==> config.mk <==
export PLATFORM = sky130hd
export DESIGN_NAME = serial_add2_ctrl
export DESIGN_NICKNAME = d
export VERILOG_FILES = /design/src/rtl/serial_add2_pkg.sv /design/src/rtl/shift2_reg.sv /design/src/rtl/serial_add2_ctrl.sv
export SDC_FILE = /design/constraint.sdc
export NUM_CORES = 1
export LEC_CHECK = 0
export ABC_AREA = 1
export BUFFER_PORTS_ARGS = -buffer_cell sky130_fd_sc_hd__buf_2
export CAP_MARGIN = 30
export CORE_MARGIN = 4
export CORE_UTILIZATION = 34
export CTS_CLUSTER_SIZE = 40
export DETAILED_ROUTE_END_ITERATION = 8
export HOLD_SLACK_MARGIN = 0.06
export SETUP_SLACK_MARGIN = 0.05
export SLEW_MARGIN = 20
export SYNTH_ARGS = -nofsm -noshare
export SYNTH_HDL_FRONTEND = slang
export SYNTH_SLANG_ARGS = --single-unit
==> constraint.sdc <==
create_clock -name clk -period 1.2 [get_ports clk]
set_clock_uncertainty 0.2 [all_clocks]
set_input_delay 0.06 -clock clk [delete_from_list [all_inputs] [get_ports clk]]
set_output_delay 0.06 -clock clk [all_outputs]
set_load 0.01 [all_outputs]
==> src/rtl/serial_add2_pkg.sv <==
// Shared types and helpers for the serial 2-bit-slice adder sequencer.
package serial_add2_pkg;

  typedef enum logic [1:0] {IDLE, RUN, DONE} state_t;

  localparam int unsigned SLICE_W = 2;

  function automatic int unsigned cnt_width(input int unsigned width);
    int unsigned slices;
    slices = width / SLICE_W;
    return (slices <= 2) ? 1 : $clog2(slices);
  endfunction

endpackage

==> src/rtl/shift2_reg.sv <==
// WIDTH-bit register: synchronous clear, parallel load, shift right by one slice with top insert.
module shift2_reg
  import serial_add2_pkg::*;
#(
  parameter int unsigned WIDTH = 8
) (
  input  logic               clk_i,
  input  logic               clr_i,
  input  logic               load_i,
  input  logic               shift_i,
  input  logic [WIDTH-1:0]   d_i,
  input  logic [SLICE_W-1:0] ins_i,
  output logic [SLICE_W-1:0] lo_o,
  output logic [WIDTH-1:0]   shifted_o
);

  logic [WIDTH-1:0] data_q, data_d, shifted;

  if (WIDTH == SLICE_W) begin : g_narrow
    assign shifted = ins_i;
  end else begin : g_wide
    assign shifted = {ins_i, data_q[WIDTH-1:SLICE_W]};
  end

  always_comb begin
    data_d = data_q;
    if (clr_i)        data_d = '0;
    else if (load_i)  data_d = d_i;
    else if (shift_i) data_d = shifted;
  end

  always_ff @(posedge clk_i) begin
    data_q <= data_d;
  end

  assign lo_o      = data_q[SLICE_W-1:0];
  assign shifted_o = shifted;

endmodule

==> src/rtl/serial_add2_ctrl.sv <==
// Sequencer adding two WIDTH-bit operands through an external 2-bit adder, LSB slice first.
// Optional overflow flag output enabled by defining SERIAL_ADD2_OVF_EN.
module serial_add2_ctrl
  import serial_add2_pkg::*;
#(
  parameter int unsigned WIDTH = 8
) (
  input  logic             clk,
  input  logic             rst,
  input  logic             start,
  input  logic [WIDTH-1:0] a,
  input  logic [WIDTH-1:0] b,
  input  logic             cin,
  output logic             busy,
  output logic             done,
  output logic [WIDTH-1:0] sum,
  output logic             cout,
`ifdef SERIAL_ADD2_OVF_EN
  output logic             ovf,
`endif
  output logic             add_a0,
  output logic             add_b0,
  output logic             add_a1,
  output logic             add_b1,
  output logic             add_c0,
  input  logic             add_s0,
  input  logic             add_s1,
  input  logic             add_c2
);

  localparam int unsigned CW   = cnt_width(WIDTH);
  localparam int unsigned LAST = WIDTH / SLICE_W - 1;

  if (WIDTH < 2 || (WIDTH % 2) != 0) begin : g_bad_width
    $error("serial_add2_ctrl: WIDTH must be even and >= 2");
  end

  state_t             state_q, state_d;
  logic [CW-1:0]      cnt_q;
  logic               carry_q;
  logic [WIDTH-1:0]   sum_q;
  logic               cout_q;
  logic               accept, run, last;
  logic [SLICE_W-1:0] a_lo, b_lo;
  logic [WIDTH-1:0]   s_next;
  logic [WIDTH-1:0]   unused_a_shift, unused_b_shift;
  logic [SLICE_W-1:0] unused_s_lo;

  assign accept = start && (state_q == IDLE || state_q == DONE);
  assign run    = (state_q == RUN);
  assign last   = run && (cnt_q == CW'(LAST));

  shift2_reg #(.WIDTH(WIDTH)) u_a_sh (
    .clk_i(clk), .clr_i(rst), .load_i(accept), .shift_i(run),
    .d_i(a), .ins_i('0), .lo_o(a_lo), .shifted_o(unused_a_shift)
  );

  shift2_reg #(.WIDTH(WIDTH)) u_b_sh (
    .clk_i(clk), .clr_i(rst), .load_i(accept), .shift_i(run),
    .d_i(b), .ins_i('0), .lo_o(b_lo), .shifted_o(unused_b_shift)
  );

  // Sum collector is never loaded; WIDTH/2 shifts fully overwrite any stale content.
  shift2_reg #(.WIDTH(WIDTH)) u_s_sh (
    .clk_i(clk), .clr_i(rst), .load_i(1'b0), .shift_i(run),
    .d_i('0), .ins_i({add_s1, add_s0}), .lo_o(unused_s_lo), .shifted_o(s_next)
  );

  always_ff @(posedge clk) begin
    if (rst) state_q <= IDLE;
    else     state_q <= state_d;
  end

  always_comb begin
    state_d = state_q;
    unique case (state_q)
      IDLE:    if (start) state_d = RUN;
      RUN:     if (cnt_q == CW'(LAST)) state_d = DONE;
      DONE:    state_d = start ? RUN : IDLE;
      default: state_d = IDLE;
    endcase
  end

  always_ff @(posedge clk) begin
    if (rst) begin
      carry_q <= 1'b0;
      cnt_q   <= '0;
      sum_q   <= '0;
      cout_q  <= 1'b0;
    end else if (accept) begin
      carry_q <= cin;
      cnt_q   <= '0;
    end else if (run) begin
      carry_q <= add_c2;
      cnt_q   <= cnt_q + 1'b1;
      if (last) begin
        sum_q  <= s_next;
        cout_q <= add_c2;
      end
    end
  end

`ifdef SERIAL_ADD2_OVF_EN
  logic ovf_q;
  // In the final slice a_lo[1]/b_lo[1] are the operand MSBs and add_s1 is the sum MSB.
  always_ff @(posedge clk) begin
    if (rst)       ovf_q <= 1'b0;
    else if (last) ovf_q <= (a_lo[1] == b_lo[1]) && (add_s1 != a_lo[1]);
  end
  assign ovf = ovf_q;
`endif

  always_comb begin
    add_a0 = 1'b0;
    add_a1 = 1'b0;
    add_b0 = 1'b0;
    add_b1 = 1'b0;
    add_c0 = 1'b0;
    if (run) begin
      add_a0 = a_lo[0];
      add_a1 = a_lo[1];
      add_b0 = b_lo[0];
      add_b1 = b_lo[1];
      add_c0 = carry_q;
    end
  end

  assign busy = run;
  assign done = (state_q == DONE);
  assign sum  = sum_q;
  assign cout = cout_q;

endmodule

==> out/qor.csv, run 1 <==
metric;value;unit
p_switching;851.5;uW
numCtsBuffers;5;
internal_power;2.089;mW
cts_tree;done;
cp.arrival;1.11;ns
path_max_fanout;5;
worstMarginPinSlew;0.2937;ns
synth_fp_nets;239;
ys_ff_latch;36;
switching_share;28.96;%
fp.dieW;76.96;um
worstSetupStartpointType;register;
wirelength;4.748;mm
yosys_most_used_dff;dfxtp_1;
drive_gt1_share;45.31;%
power.density;1067;nW/um2
cts_buffer_depth;2;
synth_top_area_share;44.58;%
fin_crit;1.371;ns
drc;0;
synth.distinct_cells;23;
seqPwrFrac;45.0;%
required;0.94;ns
syn_inst;215;
path_class;register to primary output;
grt_pass1_wl;7.659;mm
dpl_worst_slack;-0.09364;ns
nNetsFinal;332;
dieArea;5922;um2
yosysSeqAreaShare;44.58;%
critPathMaxStageDelay;0.35;ns
async_flop_share;0;%
drtIter0Drc;103;
htree_levels;2;
vdd_drop_max;0.6095;mV
clkPwrFrac;30.7;%
grt_pass1_vias;1633;
yosysWarnings;0;
worst_path_max_delay_cell;dfxtp_2;
hold_viol;0;
fp-row-count;24;
ctsHoldBuffers;23;
hpwl;2.788;mm
synthesis.area;1617;um2
insertedDiodeCount;0;
area_growth;70.43;%
firstDrtPassIters;4;
cts_sinks;36;
final_cell_mix;dfxtp_1 (34), buf_2 (32), nor2_1 (31), inv_1 (30), buf_6 (24);
core-area;4474;um2
io_pins;39;
path_buf_inv;3;
p_leak;1.304;nW
fp.dieH;76.96;um
grtUsageTotal;16.28;%
synth_area_leaders;dfxtp_1 (45%), nor2_1 (10%), inv_1 (7.4%);
cp_top_family;flip-flops;
rsz0062_at_grt;yes;
vias_per_cell;4.623;
start_util;36.13;%
power.total;2.940;mW
fmax;0.7294;GHz
status;finished, violations left;
insertion_delay;0.29;ns
slew_headroom;80.42;%
synth_edf_count;0;
crit_chain;inv_4 -> nand2_8 -> buf_6 -> nor2_2 -> buf_2;
clk_pin_slew_worst_paths;0.08;ns
finalSetupViolCount;41;
grt_max_degree;13;
combPwrFrac;24.4;%
layout_commonest_cell;dfxtp_1;
syn-mean-instance-area;7.519;um2
end_kind;primary output;
cts-root-buf;clkbuf_8;
period_share;114.2;%
vias;1669;
grt_overflow;0;
violations;setup timing;
yosysTopAreaCell;dfxtp_1;
antenna_found_initial;0;
drv_slew;0;
routabilityCongestion;0.7356;
holdWs;0.03490;ns
drtAntennaViolNets;0;
wl_per_cell;13.15;um
dp.cells;317;
hold_class;input pin to register;
finalSetupTns;-4.313;ns
maxCapViolCount;0;
io_buffers;38;
final_cells;361;
fillers;385;
fin_ws;-0.1709;ns
state kept, by name, summed over array words and instances, names as in the netlist:
| name | cells |
|---|---|
| cnt_q | 2 |
| u_s_sh.data_q | 6 |
| u_a_sh.data_q | 8 |
| state_q | 2 |
| u_b_sh.data_q | 8 |
| cout | 1 |
| sum | 8 |
| carry_q | 1 |
synth_stat cells, types with 3 or more instances:
cell type / instances
o211a_1: 3
nor2_1: 43
nand3_1: 19
a21oi_1: 13
dfxtp_1: 36
buf_6: 3
o21ai_0: 18
nand2_4: 4
nand2_1: 26
inv_1: 32
layout make-up:
class	instances	area, um2	area share [%]
clock buffers	6	82.58	2.997
clock inverters	2	10.01	0.3633
inverters	35	148.9	5.404
multi-input cells	136	929.6	33.74
flip-flops and latches	36	725.7	26.34
well taps	52	65.06	2.361
repair buffers	94	793.3	28.79
power by group through the flow:
stage               clock network, mW  logic (mW)  registers [mW]
finish                          0.902       0.716            1.32
global route                    0.975       0.779            1.33
CTS                             0.902       0.617            1.32
detailed placement                  0       0.440            1.34
global placement                    0       0.439            1.34
floorplan                           0       0.308            1.32
worst reg2reg max path: cells and delay by family (launching register included):
kind	cells	cell delay, ns
buffers and inverters	2	0.27
AO/OA/AOI/OAI	1	0.15
AND/OR/NAND/NOR	3	0.27
flip-flops	1	0.35
worst paths after layout:
kind / cells after the start / slack, ns / from / endpoint
max: 5 / -0.17 / state_q[1] / add_a0
min: 5 / 0.03 / rst / u_s_sh.data_q[7]
max reg2reg: 6 / -0.15 / state_q[1] / carry_q
min reg2reg: 2 / 0.28 / u_b_sh.data_q[1] / u_b_sh.data_q[1]
cells by family after synthesis:
logic type	Yosys count	share of synthesized area [%]
XOR/XNOR	1	0.5419
buffers and inverters	44	13.78
AND/OR/NAND/NOR	95	27.32
adder cells (fa/ha/maj)	1	0.7739
AO/OA/AOI/OAI	38	13.00
flip-flops	36	44.58
metrics by stage:
| step | cell area, um2 | utilization, % |
|---|---|---|
| final | 2755 | 61.58 |
| after global routing | 2755 | 61.58 |
| after CTS | 2571 | 57.47 |
| after detailed placement | 1999 | 44.69 |
| after global placement | 1999 | 44.69 |
| after floorplan | 1670 | - |
layer usage:
layer	vias up	track usage [%]	wire (um)
met4	0	7.246	76
met3	4	4.098	158
li1	863	-	-
met1	769	19.52	2050
met2	33	27.35	2462
met5	-	0	0
what timing repair did:
item / 4_1_cts / 5_1_grt
gates cloned: 1 / 0
setup buffers: 10 / 2
resized for setup: 44 / 44
pin swaps: 15 / 18
endpoints found under the setup margin: 42 / 43
endpoints found under the hold margin: 27 / 2
(Power assumes the default switching activity.)
==> run 2, diff against run 1 <==
--- a/config.mk
+++ b/config.mk
@@ -8,11 +8,14 @@
 export ABC_AREA = 1
 export BUFFER_PORTS_ARGS = -buffer_cell sky130_fd_sc_hd__buf_2
 export CAP_MARGIN = 30
+export CELL_PAD_IN_SITES_DETAIL_PLACEMENT = 2
+export CELL_PAD_IN_SITES_GLOBAL_PLACEMENT = 2
 export CORE_MARGIN = 4
-export CORE_UTILIZATION = 34
+export CORE_UTILIZATION = 26
 export CTS_CLUSTER_SIZE = 40
 export DETAILED_ROUTE_END_ITERATION = 8
 export HOLD_SLACK_MARGIN = 0.06
+export PLACE_DENSITY = 0.77
 export SETUP_SLACK_MARGIN = 0.05
 export SLEW_MARGIN = 20
 export SYNTH_ARGS = -nofsm -noshare
==> run 2 against run 1 <==
Effect of this change:
- the run still ends with setup timing left
- critical path depth is 2 higher
- die area rose by 27%
- flip-flop and latch count stayed put
- non-clock buffer count rose by 2
- sequential share of layout area fell by 1.6 points
- count of clock-buffer cells in the layout grew 1
- largest cell class unchanged
==> out/qor.csv, run 2 (synthesis results as in run 1) <==
metric;value;unit;change
dieArea;7543;um2;+27%
grt.met2_usage;36.71;%;+9.4 points
wirelength;7.826;mm;+65%
drtIter0Drc;52;;-50%
drv_slew;0;;unchanged
vias;1827;;+9.5%
crit_chain;inv_8 -> buf_12 -> nand2_8 -> nand2_8 -> buf_6 -> o21ai_2 -> nor2_1;;
grt_pass1_vias;2075;;+27%
firstDrtPassIters;4;;unchanged
grt_pass1_wl;11.21;mm;+46%
required;1.19;ns;+0.25 ns
vdd_drop_max;0.7316;mV;+20%
fmax;0.6734;GHz;-7.7%
worstSetupStartpointType;register;;
period_share;123.8;%;+9.5 points
drc;0;;unchanged
p_switching;1.012;mW;+19%
cts_buffer_depth;2;;unchanged
insertedDiodeCount;0;;unchanged
start_util;26.98;%;-9.1 points
fp-row-count;28;;+17%
hold_class;input pin to register;;
fillers;640;;+66%
wl_per_cell;20.22;um;+54%
fin_crit;1.485;ns;+0.1141 ns
final_cell_mix;buf_2 (34), dfxtp_1 (33), inv_1 (29), nor2_1 (24), dlygate4sd3_1 (21);;
htree_levels;2;;unchanged
busiest_layer;met2;;
seqPwrFrac;41.6;%;-3.4 points
power.density;1086;nW/um2;+1.7%
layout_commonest_cell;buf_2;;
worstMarginPinSlew;0.2866;ns;-0.007091 ns
status;finished, violations left;;
dp.cells;335;;+5.7%
io_pins;39;;unchanged
grtUsageMet1;22.52;%;+3.0 points
hold_viol;0;;unchanged
drtAntennaViolNets;0;;unchanged
drive_gt1_share;52.88;%;+7.6 points
grtUsageTotal;19.72;%;+3.4 points
final_cells;387;;+7.2%
reg2regPathDepth;7;;+1
nNetsFinal;336;;+1.2%
cp_top_family;flip-flops;;
area_growth;82.74;%;
maxCapViolCount;0;;unchanged
clkPwrFrac;30.9;%;+0.2 points
min_to;u_a_sh.data_q[6];;
p_leak;1.368;nW;+4.9%
finalSetupViolCount;43;;+4.9%
reg2reg_slack;-0.29;ns;-0.14 ns
finalSetupTns;-7.500;ns;-3.186 ns
holdWs;0.05425;ns;+0.01936 ns
path_max_fanout;7;;+2
clk_pin_slew_worst_paths;0.08;ns;about the same
cts_sinks;36;;unchanged
violations;setup timing;;
fp.dieW;86.85;um;+13%
routabilityCongestion;0.7144;;-2.9%
grt_overflow;0;;unchanged
io_buffers;38;;unchanged
hp-start;start;;
internal_power;2.195;mW;+5.1%
cts_tree;done;;
end_kind;register;;
path_buf_inv;3;;unchanged
reg2reg_to;carry_q;;
path_common_cell;nand2_8;;
fin_ws;-0.2851;ns;-0.1141 ns
cts-root-buf;clkbuf_8;;
r2r_start;state_q[0];;
critPathMaxStageDelay;0.43;ns;+0.08 ns
switching_share;31.57;%;+2.6 points
antenna_found_initial;0;;unchanged
worst_path_max_delay_cell;dfxtp_4;;
rsz0062_at_grt;yes;;
insertion_delay;0.30;ns;about the same
grt_max_degree;20;;+7
vias_per_cell;4.721;;+2.1%
fp.dieH;86.85;um;+13%
hpwl;3.783;mm;+36%
cp.arrival;1.48;ns;+0.37 ns
slew_headroom;80.69;%;+0.27 points
combPwrFrac;27.5;%;+3.1 points
path_class;register to register;;
core-area;5991;um2;+34%
grtUsageMet3;3.217;%;-0.88 points
hold-path-cell-count;3;;-2
numCtsBuffers;5;;unchanged
## run 2: cell types whose count changed in the layout (fill, tap and decap cells not counted), moves of 3 or more
cell	previous run	this run
o21ai_2	3	6
nand2_4	1	10
buf_12	1	4
nor2_1	31	24
buf_4	13	18
buf_8	1	5
o21ai_1	10	6
nor2_4	9	14
nor2_2	5	8
nand2_1	18	11
buf_6	24	14
nand3_1	6	9
## run 2: cell type report
class / count / area (um2) / area share, %
multi-input cells: 137 / 1044 / 35.32
repair buffers: 96 / 828.3 / 28.04
flip-flops and latches: 36 / 729.5 / 24.69
inverters: 35 / 156.4 / 5.294
clock buffers: 7 / 96.34 / 3.261
well taps: 75 / 93.84 / 3.177
repair inverters: 1 / 6.256 / 0.2118
## run 2: what timing repair did
action	in CTS	in global routing
cloned	3	0
pin swaps	13	14
hold buffers	21	0
setup buffers	13	9
endpoints found under the setup margin	42	43
hold endpoints to repair	24	0
gates resized for setup	81	44
## run 2: power by group through the flow
stage / sequential [mW] / clock [mW] / combinational (mW)
floorplan: 1.32 / 0 / 0.308
global placement: 1.34 / 0 / 0.444
detailed placement: 1.34 / 0 / 0.465
CTS: 1.32 / 0.973 / 0.720
global route: 1.34 / 1.07 / 0.945
finish: 1.33 / 0.992 / 0.881
## run 2: per-layer routing
metal  share of wire, %  vias up
li1                   -      870
met1                 39      899
met2                 55       42
met3                3.3       16
met4                2.3        0
met5                  0        -
## run 2: worst max-delay path by stage
stage	slack, ns	depth (start not counted)	to	start
after floorplan	-0.02	7	carry_q	state_q[0]
after global placement	-0.1	6	sum[5]	cnt_q[0]
after detailed placement	-0.16	6	cout	cnt_q[0]
after CTS	-0.20	5	add_a0	state_q[1]
after global routing	-0.31	7	carry_q	state_q[0]
final	-0.29	7	carry_q	state_q[0]
## run 2: metrics by stage
step	power, mW	utilization [%]	area (um2)	worst slack, ns
after floorplan	1.633	-	1670	-0.02443
after global placement	1.782	33.65	2016	-0.09889
after detailed placement	1.810	33.65	2016	-0.1552
after CTS	3.017	45.66	2735	-0.2031
after global routing	3.360	49.31	2954	-0.3121
final	3.207	49.31	2954	-0.2851
## run 2: worst register-to-register path: cells and delay by family (launching register included)
| family | cells | cell delay (ns) |
|---|---|---|
| AOI/OAI and AO/OA | 1 | 0.12 |
| buffers and inverters | 3 | 0.31 |
| DFF | 1 | 0.43 |
| and+or+nand+nor | 3 | 0.32 |
==> run 3, diff against run 2 <==
--- a/config.mk
+++ b/config.mk
@@ -17,6 +17,7 @@
 export HOLD_SLACK_MARGIN = 0.06
 export PLACE_DENSITY = 0.77
 export SETUP_SLACK_MARGIN = 0.05
+export SKIP_LAST_GASP = 1
 export SLEW_MARGIN = 20
 export SYNTH_ARGS = -nofsm -noshare
 export SYNTH_HDL_FRONTEND = slang
==> run 3 against run 2 <==
Effect of this change:
- the flow still finishes with violations (setup timing)
- design area rose by 2.2%
- power rose by 0.72%
- hold slack improved by 0.038 ns
- setup slack improved by 0.027 ns
- sequential share of layout area fell by 0.48 points
- clock power fell by 1%
- critical path depth fell by 3
- via count fell by 0.11%
- cell count fell by 0.52%
- maximum frequency rose by 1.9%
- flip-flop and latch count did not move
- non-clock buffer count fell by 2
==> out/qor.csv, run 3 (synthesis results as in run 1) <==
metric;value;unit;change
path_max_fanout;5;;-2
drtAntennaViolNets;0;;unchanged
worstMarginPinSlew;0.2730;ns;-0.01366 ns
start_util;26.98;%;unchanged
worstSetupStartpointType;register;;
power.density;1070;nW/um2;-1.4%
htree_levels;2;;unchanged
grt_max_degree;20;;unchanged
io_pins;39;;unchanged
firstDrtPassIters;4;;unchanged
cts-root-buf;clkbuf_8;;
numCtsBuffers;5;;unchanged
finalSetupTns;-8.028;ns;-0.5287 ns
core-area;5991;um2;unchanged
grt_pass1_vias;2080;;+0.24%
path_class;register to primary output;;
grt_pass1_wl;11.32;mm;+1.0%
layout_commonest_cell;buf_2;;
dieArea;7543;um2;unchanged
fin_ws;-0.2578;ns;+0.02730 ns
routabilityCongestion;0.7144;;unchanged
nNetsFinal;334;;-0.60%
hold_viol;0;;unchanged
final_cell_mix;buf_2 (34), dfxtp_1 (32), inv_1 (29), nor2_1 (26), dlygate4sd3_1 (21);;
required;0.94;ns;-0.25 ns
period_share;121.5;%;-2.3 points
cts_buffer_depth;2;;unchanged
grtUsageTotal;19.89;%;+0.17 points
rsz0062_at_grt;yes;;
wl_per_cell;20.72;um;+2.5%
cts_tree;done;;
drive_gt1_share;53.87;%;+0.99 points
finalSetupViolCount;43;;unchanged
hold_class;input pin to register;;
p_leak;1.374;nW;+0.44%
drc;0;;unchanged
vdd_drop_max;0.5511;mV;-25%
slew_headroom;81.80;%;+1.1 points
fin_crit;1.458;ns;-0.02730 ns
fmax;0.6860;GHz;+1.9%
drtIter0Drc;43;;-17%
cts_sinks;36;;unchanged
cp.arrival;1.20;ns;-0.28 ns
end_kind;primary output;;
insertedDiodeCount;0;;unchanged
fp-row-count;28;;unchanged
drv_slew;0;;unchanged
insertion_delay;0.29;ns;about the same
hpwl;3.783;mm;unchanged
area_growth;86.69;%;
antenna_found_initial;0;;unchanged
maxCapViolCount;0;;unchanged
io_buffers;38;;unchanged
clk_pin_slew_worst_paths;0.08;ns;about the same
power.total;3.230;mW;+0.72%
finish.utilization;50.38;%;+1.1 points
fp.dieW;86.85;um;unchanged
status;finished, violations left;;
violations;setup timing;;
vias_per_cell;4.740;;+0.41%
vias;1825;;-0.11%
fp.dieH;86.85;um;unchanged
grt_overflow;0;;unchanged
wirelength;7.977;mm;+1.9%
-- run 3: changes by cell type in the layout (fill, tap and decap cells not counted), sizes merged --
| cell | before | now |
|---|---|---|
| buf | 75 | 72 |
| clkbuf | 7 | 8 |
-- run 3: cell type report --
type / instances / area [um2]
clock buffers: 7 / 96.34
fillers: 631 / 2973
inverters: 35 / 156.4
multi-input cells: 137 / 1102
flip-flops and latches: 36 / 730.7
well taps: 75 / 93.84
repair buffers: 94 / 832.0
repair inverters: 1 / 6.256
-- run 3: what timing repair did --
item / CTS / global route
setup buffers: 13 / 6
endpoints found under the setup margin: 42 / 43
gates cloned: 3 / 1
hold buffers: 21 / 0
pin swaps: 11 / 20
resized for setup: 77 / 56
endpoints found under the hold margin: 24 / 0
-- run 3: worst paths after layout --
check	from	endpoint	slack [ns]	depth (start not counted)
worst max register to register	state_q[0]	u_b_sh.data_q[0]	-0.25	7
worst max-delay path	state_q[0]	add_b0	-0.26	4
worst min register to register	u_b_sh.data_q[1]	u_b_sh.data_q[1]	0.29	2
worst min-delay path	start	u_a_sh.data_q[6]	0.09	3
-- run 3: per-stage QoR --
| step | instances | setup slack, ns | hold slack, ns | instance area, um2 |
|---|---|---|---|---|
| floorplan | 215 | -0.02443 | -0.005094 | 1670 |
| global placement | 335 | -0.09889 | 0.1066 | 2016 |
| CTS | 379 | -0.2031 | -0.009498 | 2720 |
| global route | 385 | -0.3000 | 0.1114 | 3018 |
| detailed placement | 335 | -0.1552 | 0.1123 | 2016 |
| finish | 385 | -0.2578 | 0.09203 | 3018 |
-- run 3: worst max-delay path, cell delays in order, from the launching register on --
cell     delay, ns
dfxtp_4       0.44
nand2_8       0.10
buf_8         0.14
nor2_4        0.10
buf_6         0.12
-- run 3: per-layer routing --
metal	share of wire [%]	vias up	global-route usage [%]	routed length, um
li1	-	863	-	-
met3	2.7	14	3.311	213
met2	54	46	37.06	4329
met1	41	902	22.69	3274
met5	0	-	0	0
met4	2.0	0	6.657	160
-- run 3: power by group --
group          switching (mW)  internal [mW]  total, mW  leakage [nW]
Sequential             0.0705           1.27       1.34         0.297
Combinational           0.484          0.428      0.912          1.03
Clock                   0.468          0.513      0.980        0.0503
